==> config.mk <==
export PLATFORM = sky130hd
export DESIGN_NAME = logic_pipe_unit
export DESIGN_NICKNAME = d
export VERILOG_FILES = /design/src/rtl/logic_pipe_unit.sv
export SDC_FILE = /design/constraint.sdc
export NUM_CORES = 1
export LEC_CHECK = 0
export ABC_AREA = 1
export CORE_ASPECT_RATIO = 0.7
export CORE_MARGIN = 8
export CORE_UTILIZATION = 54
export DETAILED_ROUTE_END_ITERATION = 10
export PLACE_DENSITY = 0.92
export SLEW_MARGIN = 20
export SYNTH_ARGS = -nofsm -noshare
export SYNTH_HDL_FRONTEND = slang
export SYNTH_SLANG_ARGS = --single-unit
==> constraint.sdc <==
create_clock -name clk -period 2.5 [get_ports clk]
set_input_delay 0.5 -clock clk [delete_from_list [all_inputs] [get_ports clk]]
set_output_delay 0.5 -clock clk [all_outputs]
set_load 0.005 [all_outputs]
==> src/rtl/logic_pipe_unit.sv <==
// logic_pipe_unit: op-selected bitwise function of two operands with an optional
// per-frame running XOR checksum, returned over a 1-deep valid/ready output register.
module logic_pipe_unit #(
    parameter int WIDTH = 8,
    parameter int CNT_W = 8
) (
    input  logic             clk,
    input  logic             rst,
    input  logic             in_valid,
    output logic             in_ready,
    input  logic [WIDTH-1:0] in1,
    input  logic [WIDTH-1:0] in2,
    input  logic [2:0]       op,
    input  logic             acc_mode,
    input  logic             in_last,
    output logic             out_valid,
    input  logic             out_ready,
    output logic [WIDTH-1:0] out1,
    output logic [WIDTH-1:0] out2,
    output logic             out_par,
    output logic             out_last,
    output logic [CNT_W-1:0] beat_cnt
);
    // Handshake: a beat moves on any rising edge where valid and ready are both high.
    // The source holds its beat while in_ready=0; the result holds while out_ready=0.
    logic             accept;
    logic [WIDTH-1:0] res;
    logic [WIDTH-1:0] acc;
    logic [WIDTH-1:0] acc_next;
    logic [WIDTH-1:0] out1_next;
    logic [CNT_W-1:0] fcnt;
    logic [CNT_W-1:0] cnt_next;

    assign in_ready = !out_valid || out_ready;
    assign accept   = in_valid && in_ready;

    always_comb begin
        res = in1;
        case (op)
            3'd0: res = in1 & in2;
            3'd1: res = in1 | in2;
            3'd2: res = in1 ^ in2;
            3'd3: res = ~(in1 & in2);
            3'd4: res = ~(in1 | in2);
            3'd5: res = ~(in1 ^ in2);
            3'd6: res = ~in2;
            3'd7: res = in1;
            default: res = in1;
        endcase
    end

    // Frame beat count sticks at all-ones rather than wrapping.
    assign cnt_next  = (fcnt == {CNT_W{1'b1}}) ? fcnt : fcnt + CNT_W'(1);
    assign acc_next  = acc ^ res;
    assign out1_next = acc_mode ? acc_next : res;

    always_ff @(posedge clk) begin
        if (rst) begin
            out_valid <= 1'b0;
            out1      <= '0;
            out2      <= '0;
            out_par   <= 1'b0;
            out_last  <= 1'b0;
            beat_cnt  <= '0;
            acc       <= '0;
            fcnt      <= '0;
        end else begin
            if (accept) begin
                out_valid <= 1'b1;
                out1      <= out1_next;
                out2      <= ~in2;
                out_par   <= ^out1_next;
                out_last  <= in_last;
                beat_cnt  <= cnt_next;
                // The last beat reports the pre-clear state, then the frame restarts.
                if (in_last) begin
                    acc  <= '0;
                    fcnt <= '0;
                end else begin
                    fcnt <= cnt_next;
                    if (acc_mode) begin
                        acc <= acc_next;
                    end
                end
            end else if (out_ready) begin
                out_valid <= 1'b0;
            end
        end
    end
endmodule

==> impl_metrics.yaml <==
die:
  core_area_um2: 5760
  io_pins: 53
  rows: 23
  die_w_um: 109
  dieArea_um2: 8800
  initial_core_util_pct: 56.5
  die_h_um: 80.9
worst_setup_path:
  required_ns: 2.71
  worst_ep_arrival_time_ns: 2.67
  r2r_start: "fcnt[0]$_SDFFE_PP0P_"
  path_class: "primary input to flop"
  critPathMaxFanout: 3
  startpoint: "in2[2]"
  endpoint_kind: "flop"
  cp-start-kind: "primary input"
synth:
  postSynthAreaPerCell_um2: 5.96
  synth_edf_count: 0
  synth_commonest_cells: "nand2_1, inv_1, nand3_1"
  ys_seq_elements: 43
  synth.cell_area_um2: 3250
  synth.top_cells.by_area: "dfxtp_1, nand2_1, nand3_1, inv_1, nand4_1"
  synth_top_area_cell: "dfxtp_1"
  async_flop_share_pct: 0
  synthDistinctLibCells: 26
  syn_nets: 587
  synthFlopType: "dfxtp_1"
  yosysSeqAreaShare_pct: 26.5
  synth_most_common_cell: "nand2_1"
  netlist_instances: 545
  synth.top_cell.area_share_pct: 26.5
  ys_warn_count: 0
global_route:
  gr-usage-all-layers_pct: 23.0
  overflow: 0
  grt_first_pass_wirelength_mm: 16.8
  grt_pass1_vias: 3758
  antenna_found_initial: 0
  grt_max_degree: 44
clocking:
  cts_made_buffers: 5
  cts_tree: "done"
  h-tree-depth: 2
  worstSkewPairLatency_ns: 0.30
  clockBufferDepth: 2
  cts_hold_buf: 0
  clk_pin_slew_ns: 0.09
  cts_num_sinks: 43
  clockRootBuffer: "clkbuf_8"
sta:
  finClkSkew_ns: 0.00811
  worst_hold_slack_ns: 0.470
  drv_slew: 0
  setup_tns_ns: 0
  relSlewSlack_pct: 53.5
  timing.final.crit_share_pct: 98.3
  finalHoldViolCount: 0
  fmax_mhz: 407
  finalCriticalPeriod_ns: 2.46
  setup_violations: 0
  worst_pin_slew_ns: 0.693
power_and_ir_drop:
  p_sw_uw: 698
  power_leakage_nw: 2.21
  pwr-share-clk_pct: 23.4
  power_mw: 1.94
  p_int_mw: 1.24
  power_density_nw_per_um2: 424
  p_comb_share_pct: 38.4
  sequentialPowerShare_pct: 38.2
  peakVddDrop_mv: 0.335
  swShare_pct: 36.0
routing:
  wl_per_cell_um: 15.1
  ant_nets: 0
  drt_iter0_drc: 534
  drc: 0
  dr.pass1.iters: 5
  viasPerCell: 5.67
  drt_wl_total_mm: 10.9
  dr_total_vias: 4092
finish:
  final_cell_area_um2: 4580
  finalNonFillerCells: 722
  area_delta_synth_final_pct: 40.8
  nets: 688
  drive_above_1_share_pct: 20.9
  insertedDiodeCount: 0
min_path:
  hp-class: "flop to flop"
  hp-start: "beat_cnt[1]$_SDFFE_PP0P_"
placement:
  dpl_cell_area_um2: 4210
  dpl.hpwl_mm: 7.64
  place_inst: 707
  portBuffers: 52
  gp_congestion: 0.884
flow_run:
  maxCapViolCount: 0
outcome:
  outcome: "finished clean"
==> placed cells by master, fill, tap and decap left out, drive strengths merged <==
cell type      Yosys  routed
clkinv             1       2
nand2            152     152
nand4             37      37
ha                17      17
clkbuf            11       6
clkinvlp           0       2
buf               14      67
dlygate4sd2        0       1
dfxtp             43      43
clkdlybuf4s50      0      45
o21ai             28      28
o21a               1       1
nor2              58      58
a211oi             8       8
nand3b             3       3
dlymetal6s2s       0       6
or2                5       5
inv               68      67
nand3             68      68
a31o               1       1
a21oi             26      26
nor3               4       4
==> metal layers <==
layer / vias up / share of wire [%] / global-route usage, %
li1: 1992 / - / -
met1: 1856 / 42 / 28.5
met2: 207 / 47 / 38.6
met3: 37 / 9.0 / 5.30
met4: 0 / 2.4 / 8.03
met5: - / 0 / 1.65
==> power groups by stage <==
stage / registers, mW / logic (mW) / clock network (mW)
after floorplan: 0.755 / 0.337 / 0
after global placement: 0.753 / 0.597 / 0
final: 0.740 / 0.745 / 0.454
after CTS: 0.739 / 0.634 / 0.449
after detailed placement: 0.755 / 0.627 / 0
after global routing: 0.744 / 0.808 / 0.488
==> logic make-up (layout without fill, tap and decap cells) <==
group / Yosys count / after routing / share of synthesized area, %
AND/OR/NAND/NOR: 327 / 327 / 44.6
AO/OA/AOI/OAI: 64 / 64 / 10.7
buffers and inverters: 94 / 196 / 11.7
adder cells (fa/ha/maj): 17 / 17 / 6.55
flip-flops: 43 / 43 / 26.5
==> registers in the layout (all words and copies together), names as in the netlist <==
register / count
acc: 8
beat_cnt: 8
fcnt: 8
out1: 8
out2: 8
out_last: 1
out_par: 1
out_valid: 1
==> critical path: stages <==
cell             delay (ns)
clkdlybuf4s50_1        0.49
inv_1                  0.09
ha_4                   0.27
inv_1                  0.03
nand4_1                0.09
nand2_1                0.07
nor2_2                 0.16
nand4_1                0.18
nand3_1                0.15
nand2_2                0.08
nand2_1                0.08
nand2_1                0.08
nand3_1                0.07
nand2_1                0.06
nand2_1                0.08
nand3_2                0.07
nand2_1                0.06
inv_1                  0.03
==> cell type report <==
cell class              instances  area, um^2
fillers                       424        1180
flip-flops and latches         43         861
repair buffers                119        1060
well taps                      75        93.8
clock buffers                   6        72.6
inverters                      69         265
multi-input cells             408        2210
clock inverters                 2        12.5
==> stage by stage <==
stage	utilization [%]	setup WS (ns)
3_3_place_gp	73.1	-0.227
3_5_place_dp	73.1	-0.306
6_report	79.5	0.0422
2_1_floorplan	-	0.463
4_1_cts	74.5	0.00498
5_1_grt	79.5	-0.0884
==> final timing paths <==
kind	end	slack, ns	cells past startpoint
setup reg to reg	fcnt[4]$_SDFFE_PP0P_	0.45	10
setup / recovery	out_par$_SDFFE_PP0P_	0.04	18
hold reg to reg	beat_cnt[1]$_SDFFE_PP0P_	0.47	2
hold / removal	beat_cnt[1]$_SDFFE_PP0P_	0.47	2
==> timing repair <==
| action | CTS | global route |
|---|---|---|
| setup endpoints to repair | 1 | 2 |
| gates cloned | 0 | 0 |
| resized for setup | 1 | 78 |
| endpoints found under the hold margin | 0 | 0 |
| setup buffers | 0 | 7 |
| pin swaps | 0 | 36 |
No activity file was read; power rests on OpenSTA's default activity.
